==> src/rtl/alu_share_arbiter_pkg.sv <==
// Shared state encoding, flag positions and helpers for the two-requester ALU arbiter.
package alu_share_arbiter_pkg;

    typedef enum logic [1:0] {
        IDLE  = 2'd0,
        ISSUE = 2'd1,
        WAIT  = 2'd2,
        RESP  = 2'd3
    } arb_state_e;

    localparam int FLAGW      = 4;
    localparam int FLAG_CARRY = 3;
    localparam int FLAG_ZERO  = 2;
    localparam int FLAG_OVF   = 1;
    localparam int FLAG_NEG   = 0;

    // The WAIT counter starts at latency-1 so that it spends exactly ALU_LAT cycles in WAIT.
    function automatic logic [3:0] lat_load(input int lat);
        return 4'(lat - 1);
    endfunction

endpackage

==> src/rtl/alu_share_arbiter_if.sv <==
// Bundle of requester, ALU-side and response signals for alu_share_arbiter.
interface alu_share_arbiter_if #(
    parameter int WIDTH = 32,
    parameter int CMDW  = 3
);
    import alu_share_arbiter_pkg::*;

    logic             req0_valid;
    logic             req0_ready;
    logic [WIDTH-1:0] req0_a;
    logic [WIDTH-1:0] req0_b;
    logic [CMDW-1:0]  req0_cmd;
    logic             req1_valid;
    logic             req1_ready;
    logic [WIDTH-1:0] req1_a;
    logic [WIDTH-1:0] req1_b;
    logic [CMDW-1:0]  req1_cmd;
    logic [WIDTH-1:0] alu_a;
    logic [WIDTH-1:0] alu_b;
    logic [CMDW-1:0]  alu_cmd;
    logic             alu_start;
    logic [WIDTH-1:0] alu_result;
    logic [FLAGW-1:0] alu_flags;
    logic             resp_valid;
    logic             resp_ready;
    logic             resp_id;
    logic [WIDTH-1:0] resp_result;
    logic [FLAGW-1:0] resp_flags;

    modport slave (
        input  req0_valid, req0_a, req0_b, req0_cmd,
        input  req1_valid, req1_a, req1_b, req1_cmd,
        input  alu_result, alu_flags, resp_ready,
        output req0_ready, req1_ready,
        output alu_a, alu_b, alu_cmd, alu_start,
        output resp_valid, resp_id, resp_result, resp_flags
    );

    modport master (
        output req0_valid, req0_a, req0_b, req0_cmd,
        output req1_valid, req1_a, req1_b, req1_cmd,
        output alu_result, alu_flags, resp_ready,
        input  req0_ready, req1_ready,
        input  alu_a, alu_b, alu_cmd, alu_start,
        input  resp_valid, resp_id, resp_result, resp_flags
    );

endinterface

==> src/rtl/mux2by1.sv <==
// One-bit 2:1 multiplexer; ctl=1 selects in1.
module mux2by1 (
    input  logic in0,
    input  logic in1,
    input  logic ctl,
    output logic out
);
    assign out = ctl ? in1 : in0;
endmodule

==> src/rtl/mux32layers2by1.sv <==
// 32-bit 2:1 multiplexer built as a layer of one-bit mux2by1 cells; ctl=1 selects in1.
module mux32layers2by1 (
    input  logic [31:0] in0,
    input  logic [31:0] in1,
    input  logic        ctl,
    output logic [31:0] out
);
    for (genvar i = 0; i < 32; i++) begin : g_bit
        mux2by1 u_bit (.in0(in0[i]), .in1(in1[i]), .ctl(ctl), .out(out[i]));
    end
endmodule

==> src/rtl/rr_pick2.sv <==
// Two-request round-robin pick: a lone requester wins, a tie goes to prio.
module rr_pick2 (
    input  logic req0,
    input  logic req1,
    input  logic prio,
    output logic gnt,
    output logic any
);
    assign any = req0 | req1;
    assign gnt = (req0 & ~req1) ? 1'b0 :
                 (~req0 & req1) ? 1'b1 : prio;
endmodule

==> src/rtl/alu_share_arbiter.sv <==
// Round-robin sharing of one fixed-latency ALU between two requesters,
// with a single outstanding operation and a valid/ready response.
module alu_share_arbiter
    import alu_share_arbiter_pkg::*;
#(
    parameter int WIDTH   = 32,
    parameter int ALU_LAT = 2,
    parameter int CMDW    = 3
) (
    input  logic                clk,
    input  logic                reset,
    alu_share_arbiter_if.slave  bus
);

    arb_state_e       state_q, state_d;
    logic             prio_q, prio_d;
    logic             owner_q, owner_d;
    logic [3:0]       cnt_q, cnt_d;
    logic [WIDTH-1:0] alu_a_q, alu_a_d;
    logic [WIDTH-1:0] alu_b_q, alu_b_d;
    logic [CMDW-1:0]  alu_cmd_q, alu_cmd_d;
    logic             resp_valid_q, resp_valid_d;
    logic             resp_id_q, resp_id_d;
    logic [WIDTH-1:0] resp_result_q, resp_result_d;
    logic [FLAGW-1:0] resp_flags_q, resp_flags_d;

    logic             gnt;
    logic             any_valid;
    logic             accept;
    logic [WIDTH-1:0] mux_a;
    logic [WIDTH-1:0] mux_b;
    logic [CMDW-1:0]  mux_cmd;

    rr_pick2 u_pick (
        .req0 (bus.req0_valid),
        .req1 (bus.req1_valid),
        .prio (prio_q),
        .gnt  (gnt),
        .any  (any_valid)
    );

    mux32layers2by1 u_mux_a (.in0(bus.req0_a), .in1(bus.req1_a), .ctl(gnt), .out(mux_a));
    mux32layers2by1 u_mux_b (.in0(bus.req0_b), .in1(bus.req1_b), .ctl(gnt), .out(mux_b));

    for (genvar i = 0; i < CMDW; i++) begin : g_cmd
        mux2by1 u_cmd (.in0(bus.req0_cmd[i]), .in1(bus.req1_cmd[i]), .ctl(gnt), .out(mux_cmd[i]));
    end

    // Ready is held low while reset is asserted so nothing looks accepted during reset.
    assign accept         = (state_q == IDLE) & any_valid & ~reset;
    assign bus.req0_ready = accept & ~gnt;
    assign bus.req1_ready = accept & gnt;
    assign bus.alu_start  = (state_q == ISSUE);
    assign bus.alu_a      = alu_a_q;
    assign bus.alu_b      = alu_b_q;
    assign bus.alu_cmd    = alu_cmd_q;
    assign bus.resp_valid = resp_valid_q;
    assign bus.resp_id    = resp_id_q;
    assign bus.resp_result = resp_result_q;
    assign bus.resp_flags = resp_flags_q;

    always_comb begin
        state_d       = state_q;
        prio_d        = prio_q;
        owner_d       = owner_q;
        cnt_d         = cnt_q;
        alu_a_d       = alu_a_q;
        alu_b_d       = alu_b_q;
        alu_cmd_d     = alu_cmd_q;
        resp_valid_d  = resp_valid_q;
        resp_id_d     = resp_id_q;
        resp_result_d = resp_result_q;
        resp_flags_d  = resp_flags_q;
        case (state_q)
            IDLE: begin
                if (accept) begin
                    alu_a_d   = mux_a;
                    alu_b_d   = mux_b;
                    alu_cmd_d = mux_cmd;
                    owner_d   = gnt;
                    prio_d    = ~gnt;
                    state_d   = ISSUE;
                end
            end
            ISSUE: begin
                cnt_d   = lat_load(ALU_LAT);
                state_d = WAIT;
            end
            WAIT: begin
                if (cnt_q == 4'd0) begin
                    resp_result_d = bus.alu_result;
                    resp_flags_d  = bus.alu_flags;
                    resp_id_d     = owner_q;
                    resp_valid_d  = 1'b1;
                    state_d       = RESP;
                end else begin
                    cnt_d = cnt_q - 4'd1;
                end
            end
            RESP: begin
                if (bus.resp_ready) begin
                    resp_valid_d = 1'b0;
                    state_d      = IDLE;
                end
            end
            default: state_d = IDLE;
        endcase
    end

    always_ff @(posedge clk or posedge reset) begin
        if (reset) begin
            state_q       <= IDLE;
            prio_q        <= 1'b0;
            owner_q       <= 1'b0;
            cnt_q         <= 4'd0;
            alu_a_q       <= '0;
            alu_b_q       <= '0;
            alu_cmd_q     <= '0;
            resp_valid_q  <= 1'b0;
            resp_id_q     <= 1'b0;
            resp_result_q <= '0;
            resp_flags_q  <= '0;
        end else begin
            state_q       <= state_d;
            prio_q        <= prio_d;
            owner_q       <= owner_d;
            cnt_q         <= cnt_d;
            alu_a_q       <= alu_a_d;
            alu_b_q       <= alu_b_d;
            alu_cmd_q     <= alu_cmd_d;
            resp_valid_q  <= resp_valid_d;
            resp_id_q     <= resp_id_d;
            resp_result_q <= resp_result_d;
            resp_flags_q  <= resp_flags_d;
        end
    end

endmodule

==> src/flat_wrapper.sv <==
// flat-port wrapper written by rule: the top's interface ports become plain ports
module alu_share_arbiter_flat import alu_share_arbiter_pkg::*;
#(
    parameter int WIDTH   = 32,
    parameter int ALU_LAT = 2,
    parameter int CMDW    = 3
)
  (clk, reset, bus_req0_valid, bus_req0_a, bus_req0_b, bus_req0_cmd, bus_req1_valid, bus_req1_a, bus_req1_b, bus_req1_cmd, bus_alu_result, bus_alu_flags, bus_resp_ready, bus_req0_ready, bus_req1_ready, bus_alu_a, bus_alu_b, bus_alu_cmd, bus_alu_start, bus_resp_valid, bus_resp_id, bus_resp_result, bus_resp_flags);
  alu_share_arbiter_if #(.WIDTH(WIDTH), .CMDW(CMDW)) bus_i ();
  input  logic clk;
  input  logic reset;
  input wire logic [$bits(bus_i.req0_valid)-1:0] bus_req0_valid;
  input wire logic [$bits(bus_i.req0_a)-1:0] bus_req0_a;
  input wire logic [$bits(bus_i.req0_b)-1:0] bus_req0_b;
  input wire logic [$bits(bus_i.req0_cmd)-1:0] bus_req0_cmd;
  input wire logic [$bits(bus_i.req1_valid)-1:0] bus_req1_valid;
  input wire logic [$bits(bus_i.req1_a)-1:0] bus_req1_a;
  input wire logic [$bits(bus_i.req1_b)-1:0] bus_req1_b;
  input wire logic [$bits(bus_i.req1_cmd)-1:0] bus_req1_cmd;
  input wire logic [$bits(bus_i.alu_result)-1:0] bus_alu_result;
  input wire logic [$bits(bus_i.alu_flags)-1:0] bus_alu_flags;
  input wire logic [$bits(bus_i.resp_ready)-1:0] bus_resp_ready;
  output wire logic [$bits(bus_i.req0_ready)-1:0] bus_req0_ready;
  output wire logic [$bits(bus_i.req1_ready)-1:0] bus_req1_ready;
  output wire logic [$bits(bus_i.alu_a)-1:0] bus_alu_a;
  output wire logic [$bits(bus_i.alu_b)-1:0] bus_alu_b;
  output wire logic [$bits(bus_i.alu_cmd)-1:0] bus_alu_cmd;
  output wire logic [$bits(bus_i.alu_start)-1:0] bus_alu_start;
  output wire logic [$bits(bus_i.resp_valid)-1:0] bus_resp_valid;
  output wire logic [$bits(bus_i.resp_id)-1:0] bus_resp_id;
  output wire logic [$bits(bus_i.resp_result)-1:0] bus_resp_result;
  output wire logic [$bits(bus_i.resp_flags)-1:0] bus_resp_flags;
  assign bus_i.req0_valid = bus_req0_valid;
  assign bus_i.req0_a = bus_req0_a;
  assign bus_i.req0_b = bus_req0_b;
  assign bus_i.req0_cmd = bus_req0_cmd;
  assign bus_i.req1_valid = bus_req1_valid;
  assign bus_i.req1_a = bus_req1_a;
  assign bus_i.req1_b = bus_req1_b;
  assign bus_i.req1_cmd = bus_req1_cmd;
  assign bus_i.alu_result = bus_alu_result;
  assign bus_i.alu_flags = bus_alu_flags;
  assign bus_i.resp_ready = bus_resp_ready;
  assign bus_req0_ready = bus_i.req0_ready;
  assign bus_req1_ready = bus_i.req1_ready;
  assign bus_alu_a = bus_i.alu_a;
  assign bus_alu_b = bus_i.alu_b;
  assign bus_alu_cmd = bus_i.alu_cmd;
  assign bus_alu_start = bus_i.alu_start;
  assign bus_resp_valid = bus_i.resp_valid;
  assign bus_resp_id = bus_i.resp_id;
  assign bus_resp_result = bus_i.resp_result;
  assign bus_resp_flags = bus_i.resp_flags;
  alu_share_arbiter #(.WIDTH(WIDTH), .ALU_LAT(ALU_LAT), .CMDW(CMDW)) u_core (.clk(clk), .reset(reset), .bus(bus_i));
endmodule
==> config.mk <==
export PLATFORM = sky130hd
export DESIGN_NAME = alu_share_arbiter_flat
export DESIGN_NICKNAME = d
export VERILOG_FILES = /design/src/rtl/alu_share_arbiter_pkg.sv /design/src/rtl/alu_share_arbiter_if.sv /design/src/rtl/mux2by1.sv /design/src/rtl/mux32layers2by1.sv /design/src/rtl/rr_pick2.sv /design/src/rtl/alu_share_arbiter.sv /design/src/flat_wrapper.sv
export SDC_FILE = /design/constraint.sdc
export NUM_CORES = 1
export LEC_CHECK = 0
export CORE_UTILIZATION = 38
export CTS_CLUSTER_SIZE = 10
export DETAILED_ROUTE_END_ITERATION = 7
export MAX_ROUTING_LAYER = met4
export PLACE_DENSITY = 0.85
export SETUP_SLACK_MARGIN = 0.4
export SLEW_MARGIN = 5
export SYNTH_ARGS = -nofsm -noshare
export SYNTH_HDL_FRONTEND = slang
export SYNTH_SLANG_ARGS = --single-unit
==> constraint.sdc <==
create_clock -name clk -period 5.4 [get_ports clk]
set_clock_uncertainty 0.05 [all_clocks]
set_input_delay 1.62 -clock clk [delete_from_list [all_inputs] [get_ports clk]]
set_output_delay 1.62 -clock clk [all_outputs]
set_load 0.05 [all_outputs]
==> summary.md, run 1 <==
| Metric | Value |
|---|---|
| Area contributors post-synth | dfrtp_1 (59%), a221o_1 (14%), and2_0 (8.7%) |
| WP data required | 3.73 ns |
| Ratio of cells with drive above 1 in the final layout | 11.9% |
| Max Freq | 225 MHz |
| Die area | 13100 µm² |
| Number of enable flip-flop cells after synthesis | 0 |
| Diode count | 0 |
| Hold_buf cts | 0 |
| First-pass DRT Iterations | 4 |
| Comb pwr share | 55.2% |
| Detailed Place HPWL | 10100 µm |
| Netlist cell types | 26 |
| Actual slew at the worst max-slew pin | roughly 1.1 ns |
| Total chip power | 0.00575 W |
| Initial detailed-routing violation count | 232 |
| Commonest non-fill, non-tap cells in the layout | clkdlybuf4s50_1 (280), dfrtp_1 (113), and2_0 (67), a221o_1 (67), mux2_2 (36) |
| Die Height | 114 µm |
| CTS HTree Levels | 4 |
| First-pass GRT wire length | 21700 µm |
| Cell count after synthesis | 357 |
| Post-Synth Adder-Cell Area | 1.57% |
| Cell Area, Synth | 4790 µm² |
| Final nets | 817 |
| Fin crit period | 4.44 ns |
| Worst VDD drop | approximately 0.33 mV |
| TritonCTS clock tree | done |
| Top FF cell, synth | dfrtp_1 |
| Setup_tns | 0 ns |
| Worst setup SP type | input port |
| FILL cells | 863 |
| Max_cap viols | 0 |
| Num CTS Buffers | 17 |
| Worst hold path type | reg2reg |
| Leak pwr | between 3 and 4 nW |
| Final Worst Setup Slack | 0.962 ns |
| Antenna viol nets, final | 0 |
| # rows | 40 |
| Yosys reg bits | 113 |
| Die width | ~110 µm |
| Post-synth top area share | 59.0% |
| Initial Util | 39.4% |
| Final setup viols | 0 |
| Initial antenna violation count | 0 |
| Critical Path Fanout Max | 3 |
| Outcome | finished clean |
| Top cell type by total area after synthesis | dfrtp_1 |
| Clock Pin Slew Worst Setup and Hold Paths | ~0.05 ns |
| Post-place setup slack | 0.956 ns |
| RSZ-0062 raised after global routing | false |
| Critical Path End Type | output pin |
| Via Count | 4082 |
| Slew HR | 27.3% |
| Psw | 0.00254 W |
| Total wire length | 14000 µm |
| Clock root buffer | clkbuf_16 |
| P&R area growth vs syn | 74.1% |
| Routed len/inst | 17.2 µm |
| Post-Syn Area per Cell | 13.4 µm² |
| Largest family of logic cells by synthesized area | compound AO/OA/AOI/OAI gates |
| P_int | 0.00321 W |
| Setup repair bufs after CTS | 0 |
| Count of final hold-check violations | 0 |
| Sw Ratio | 44.1% |
| CTS resizes | 0 |
| Via density | ~5.0 |
| Syn nets | around 540 |
| CTS sink count | between 100 and 150 |
| CTS Buffer Depth | 2 |
| YS warnings | 0 |
| Clock power share | 19.2% |
| Compound-Gate Fraction of Synth Area | between 10% and 20% |
| Tcrit/Tclk final | 82.2% |
| Core Footprint | ~12000 µm² |
| XOR/XNOR share of the synthesized area | 0% |
| Post-synthesis sequential area ratio | 59.0% |
| Largest net degree at the start of global routing | 94 |
| DR DRC count | 0 |
| Placer congestion estimate | 0.848 |
| Crit Path Category | in2out |
| Max-slew violations | 0 |
| Worst EP arrival | 2.77 ns |
| Asr flop ratio synth | between 90% and 100% |
| Worst-Skew Late Latency | 0.39 ns |
| Commonest non-fill, non-tap cell in the layout | clkdlybuf4s50_1 |
| Post-synthesis mux area share | 8.93% |
| Pwr dens | 689 nW/µm² |
| Synth Area in Simple Gates | 10.7% |
| Register share of total power | 25.7% |
| Overall routing resource usage | 22.4% |
| Grt ovf | 0 |
| IO Pins | between 200 and 300 |
| Port Buffer Count | 282 |
| Number of global-route vias before repair | 4343 |
[area by class of cell]
| class | instances | area, µm² | area share [%] |
|---|---|---|---|
| Timing Repair Buffer | 286 | 2870 | 34.4 |
| Sequential cell | 113 | 2830 | 33.9 |
| Multi-Input combinational cell | 211 | 1820 | 21.8 |
| Clock buffer | 21 | 450 | 5.40 |
| Tap cell | 168 | 210 | 2.52 |
| Clock inverter | 10 | 136 | 1.63 |
| Inverter | 7 | 28.8 | 0.345 |
[power by group through the flow]
stage / clock [W] / combinational, W / sequential [W]
6_report: 0.00110 / 0.00317 / 0.00148
5_1_grt: 0.00117 / 0.00331 / 0.00153
4_1_cts: 0.00112 / 0.00320 / 0.00148
3_5_place_dp: 0 / 0.00319 / 0.00147
3_3_place_gp: 0 / 0.00313 / 0.00146
2_1_floorplan: 0 / 0.000792 / 0.00276
[Yosys cell counts, types with 4 or more instances]
library cell and count:
nand2_1 4, o21ai_0 8, ha_1 6, clkbuf_1 7, buf_2 12, buf_4 4
nor2_1 4, nand2b_1 4, mux2_2 36, a221o_1 67, inv_1 7, and2_0 67
dfrtp_1 113
[sequential cells by signal, indices dropped and copies added (netlist names)]
name and cells:
u_core.bus.alu_a 32, u_core.bus.alu_b 32, u_core.bus.alu_cmd 3, u_core.bus.resp_flags 4, u_core.bus.resp_id 1, u_core.bus.resp_result 32, u_core.bus.resp_valid 1, u_core.cnt_q 4
u_core.owner_q 1, u_core.prio_q 1, u_core.state_q 2
[worst max-delay path, cell delays in order]
cell and delay, ns:
clkdlybuf4s50_1 0.51, nor2b_4 0.20, nand2_1 0.11, a21oi_4 0.17, buf_12 0.16
[per-layer routing]
metal  global-route usage (%)  part of all wire, %
met1                     25.4                   40
met2                     37.2                   50
met3                     5.40                  6.8
met4                     11.1                  3.0
met5                        -                    0
[metrics by stage]
step	hold WS (ns)	utilization, %	area (µm²)	cells
global placement	0.405	63.8	7760	785
finish	0.440	68.6	8340	816
CTS	0.445	68.6	8340	816
global route	0.466	68.6	8340	816
floorplan	0.394	-	4790	357
detailed placement	0.416	63.8	7760	785
[path summary, 6_finish.rpt]
| check | endpoint | start | slack [ns] | cells past startpoint |
|---|---|---|---|---|
| min in group asynchronous | u_core.bus.alu_b[28] | reset | 1.92 | 2 |
| max in group asynchronous | u_core.bus.alu_b[10] | reset | 2.48 | 3 |
| max | bus_req0_ready | reset | 0.96 | 5 |
| min | u_core.owner_q | u_core.owner_q | 0.44 | 1 |
| max reg2reg | u_core.bus.alu_b[26] | u_core.state_q[0] | 3.16 | 7 |
| min reg2reg | u_core.owner_q | u_core.owner_q | 0.44 | 1 |
[kinds of logic (layout without fill, tap and decap cells)]
logic type                 count (synthesis)  count (layout)
DFF                                      113             113
AOI/OAI and AO/OA                         84              84
muxes                                     38              38
and+or+nand+nor                           83              83
buffers and inverters                     33             324
adders and majority gates                  6               6
Power figures use the tool's default switching activity.
==> run 2: changes to the inputs <==
--- a/config.mk
+++ b/config.mk
@@ -5,11 +5,11 @@
 export SDC_FILE = /design/constraint.sdc
 export NUM_CORES = 1
 export LEC_CHECK = 0
-export CORE_UTILIZATION = 38
+export CORE_UTILIZATION = 34
 export CTS_CLUSTER_SIZE = 10
 export DETAILED_ROUTE_END_ITERATION = 7
 export MAX_ROUTING_LAYER = met4
-export PLACE_DENSITY = 0.85
+export PLACE_DENSITY = 0.81
 export SETUP_SLACK_MARGIN = 0.4
 export SLEW_MARGIN = 5
 export SYNTH_ARGS = -nofsm -noshare
==> constraint.sdc (replaced) <==
create_clock -name clk -period 4.07 [get_ports clk]
set_clock_uncertainty 0.05 [all_clocks]
set_input_delay 1.221 -clock clk [delete_from_list [all_inputs] [get_ports clk]]
set_output_delay 1.221 -clock clk [all_outputs]
set_load 0.05 [all_outputs]
==> run 2 against run 1 <==
Sequential power increased by 32%. First-iteration DRC count increased by 5.2%. Critical path type unchanged. Largest power group unchanged. Global-route usage is 2.4 points lower. Highest routed layer unchanged. Sequential cell count unchanged. Hold slack improved by 0.0057 ns. Via count increased by 0.69%. Sequential share of layout area is 0.21 points lower. Utilization fell by 7.9 points. Cell count increased by 2.1%. Die area increased by 12%. Clock power up 28%. Non-clock buffer count rose by 2.
==> summary.md, run 2 (synthesis results as in run 1) <==
| Metric | Value |
|---|---|
| Clock root buffer | clkbuf_16 |
| Clock Pin Slew Worst Setup and Hold Paths | roughly 0.05 ns |
| Port Buffer Count | 282 |
| Grt ovf | 0 |
| Commonest non-fill, non-tap cell in the layout | clkdlybuf4s50_1 |
| Register share of total power | 25.8% |
| Placed Area | between 7000 and 8000 µm² |
| Comb pwr share | between 50% and 60% |
| Total wire length | approximately 14000 µm |
| RR Startpoint | u_core.state_q[0] |
| Die Height | 121 µm |
| Detailed Place HPWL | between 9000 and 10000 µm |
| Worst EP arrival | 2.32 ns |
| # rows | 43 |
| Outcome | finished clean |
| FILL cells | ~1100 |
| DR DRC count | 0 |
| Overall routing resource usage | 20.0% |
| Die width | 121 µm |
| CTS sink count | 113 |
| Routed len/inst | around 17 µm |
| Multi-input logic area | roughly 1800 µm² |
| TritonCTS clock tree | done |
| Worst VDD drop | between 0.4 and 0.5 mV |
| R2r endpoint | u_core.bus.alu_a[22] |
| Worst-path cell chain | clkdlybuf4s50_1 > nor2b_4 > nand2_1 > a21oi_4 > buf_12 |
| Via Count | 4110 |
| Setup_tns | 0 ns |
| Actual slew at the worst max-slew pin | 0.883 ns |
| Slowest-stage cell, CP | clkdlybuf4s50_1 |
| Max Freq | between 200 and 300 MHz |
| Fin crit period | 3.59 ns |
| CTS HTree Levels | 4 |
| Max_cap viols | 0 |
| WP data required | 2.80 ns |
| Num CTS Buffers | 17 |
| Post-route cell area | 8390 µm² |
| Psw | around 0.0034 W |
| Worst setup SP type | input port |
| Pwr dens | 902 nW/µm² |
| Via density | 4.93 |
| Final Worst Setup Slack | 0.481 ns |
| Tcrit/Tclk final | approximately nine tenths |
| Placer congestion estimate | 0.793 |
| Sw Ratio | around 44% |
| Register area | 2830 µm² |
| Critical path's top delay family | buffers and inverters |
| CTS Buffer Depth | 2 |
| Initial Util | 34.6% |
| RSZ-0062 raised after global routing | false |
| WHS | ~0.45 ns |
| First-pass GRT wire length | 21600 µm |
| Antenna viol nets, final | 0 |
| P_int | ~0.0042 W |
| Crit path depth | 5 |
| Final setup viols | 0 |
| Hold_buf cts | 0 |
| Setup crit end | bus_req0_ready |
| Post-place setup slack | 0.431 ns |
| Critical Path Fanout Max | 3 |
| FF-to-FF path depth | 7 |
| Leak pwr | 3.47 nW |
| Count of final hold-check violations | 0 |
| Number of global-route vias before repair | 4199 |
| CTS resizes | 0 |
| Crit Path Category | in2out |
| Register-to-register setup slack | ~1.9 ns |
| P&R area growth vs syn | 75.2% |
| Initial antenna violation count | 2 |
| Worst-Skew Late Latency | 0.40 ns |
| Commonest non-fill, non-tap cells in the layout | clkdlybuf4s50_1 (280), dfrtp_1 (113), and2_0 (67), a221o_1 (67), mux2_2 (36) |
| CP max stage delay | 0.50 ns |
| Final nets | roughly 820 |
| Slew HR | 41.1% |
| Setup repair bufs after CTS | 0 |
| Ratio of cells with drive above 1 in the final layout | 12.3% |
| Worst hold path type | reg2reg |
| CP bufs+invs | 2 |
| Clock power share | between 10% and 20% |
| Max-slew violations | 0 |
| IO Pins | 283 |
| Critical Path End Type | output pin |
| Die area | 14600 µm² |
| First-pass DRT Iterations | 4 |
| Initial detailed-routing violation count | between 200 and 250 |
| Setup crit start | reset |
| Largest net degree at the start of global routing | 69 |
| Core Footprint | 13800 µm² |
## run 2: final cells by class
cell class | instances | area share [%]
inverters | 7 | 0.358
clock inverters | 11 | 1.36
flip-flops and latches | 113 | 33.7
multi-input cells | 211 | 21.6
repair buffers | 288 | 34.8
diodes | 2 | 0.0596
well taps | 180 | 2.68
clock buffers | 21 | 5.37
## run 2: worst min path at each step
stage / start / end / cells after the start
finish: u_core.bus.resp_flags[0] / u_core.bus.resp_flags[0] / 1
global placement: u_core.owner_q / u_core.owner_q / 1
detailed placement: u_core.owner_q / u_core.owner_q / 1
CTS: u_core.bus.resp_result[30] / u_core.bus.resp_result[30] / 1
floorplan: u_core.owner_q / u_core.owner_q / 1
global route: u_core.bus.resp_flags[3] / u_core.bus.resp_flags[3] / 1
## run 2: power groups by stage
stage	registers, W	logic, W	clock network, W
2_1_floorplan	0.00366	0.00105	0
3_3_place_gp	0.00194	0.00416	0
3_5_place_dp	0.00195	0.00423	0
4_1_cts	0.00196	0.00424	0.00145
5_1_grt	0.00203	0.00441	0.00151
6_report	0.00196	0.00421	0.00141
## run 2: per-stage QoR
stage | total power, W | instances | utilization [%]
finish | 0.00757 | 833 | 60.7
CTS | 0.00765 | 830 | 60.6
global placement | 0.00609 | 798 | 56.5
detailed placement | 0.00618 | 798 | 56.5
floorplan | 0.00471 | 357 | -
global route | 0.00795 | 833 | 60.7
## run 2: per-layer routing
layer  vias to the layer above  GRT usage [%]  wire, µm
met1                      2001           22.7      5660
met3                        16           5.47       952
met5                         -              -         0
met2                       202           33.5      7110
met4                         0           8.02       223
li1                       1891              -         -
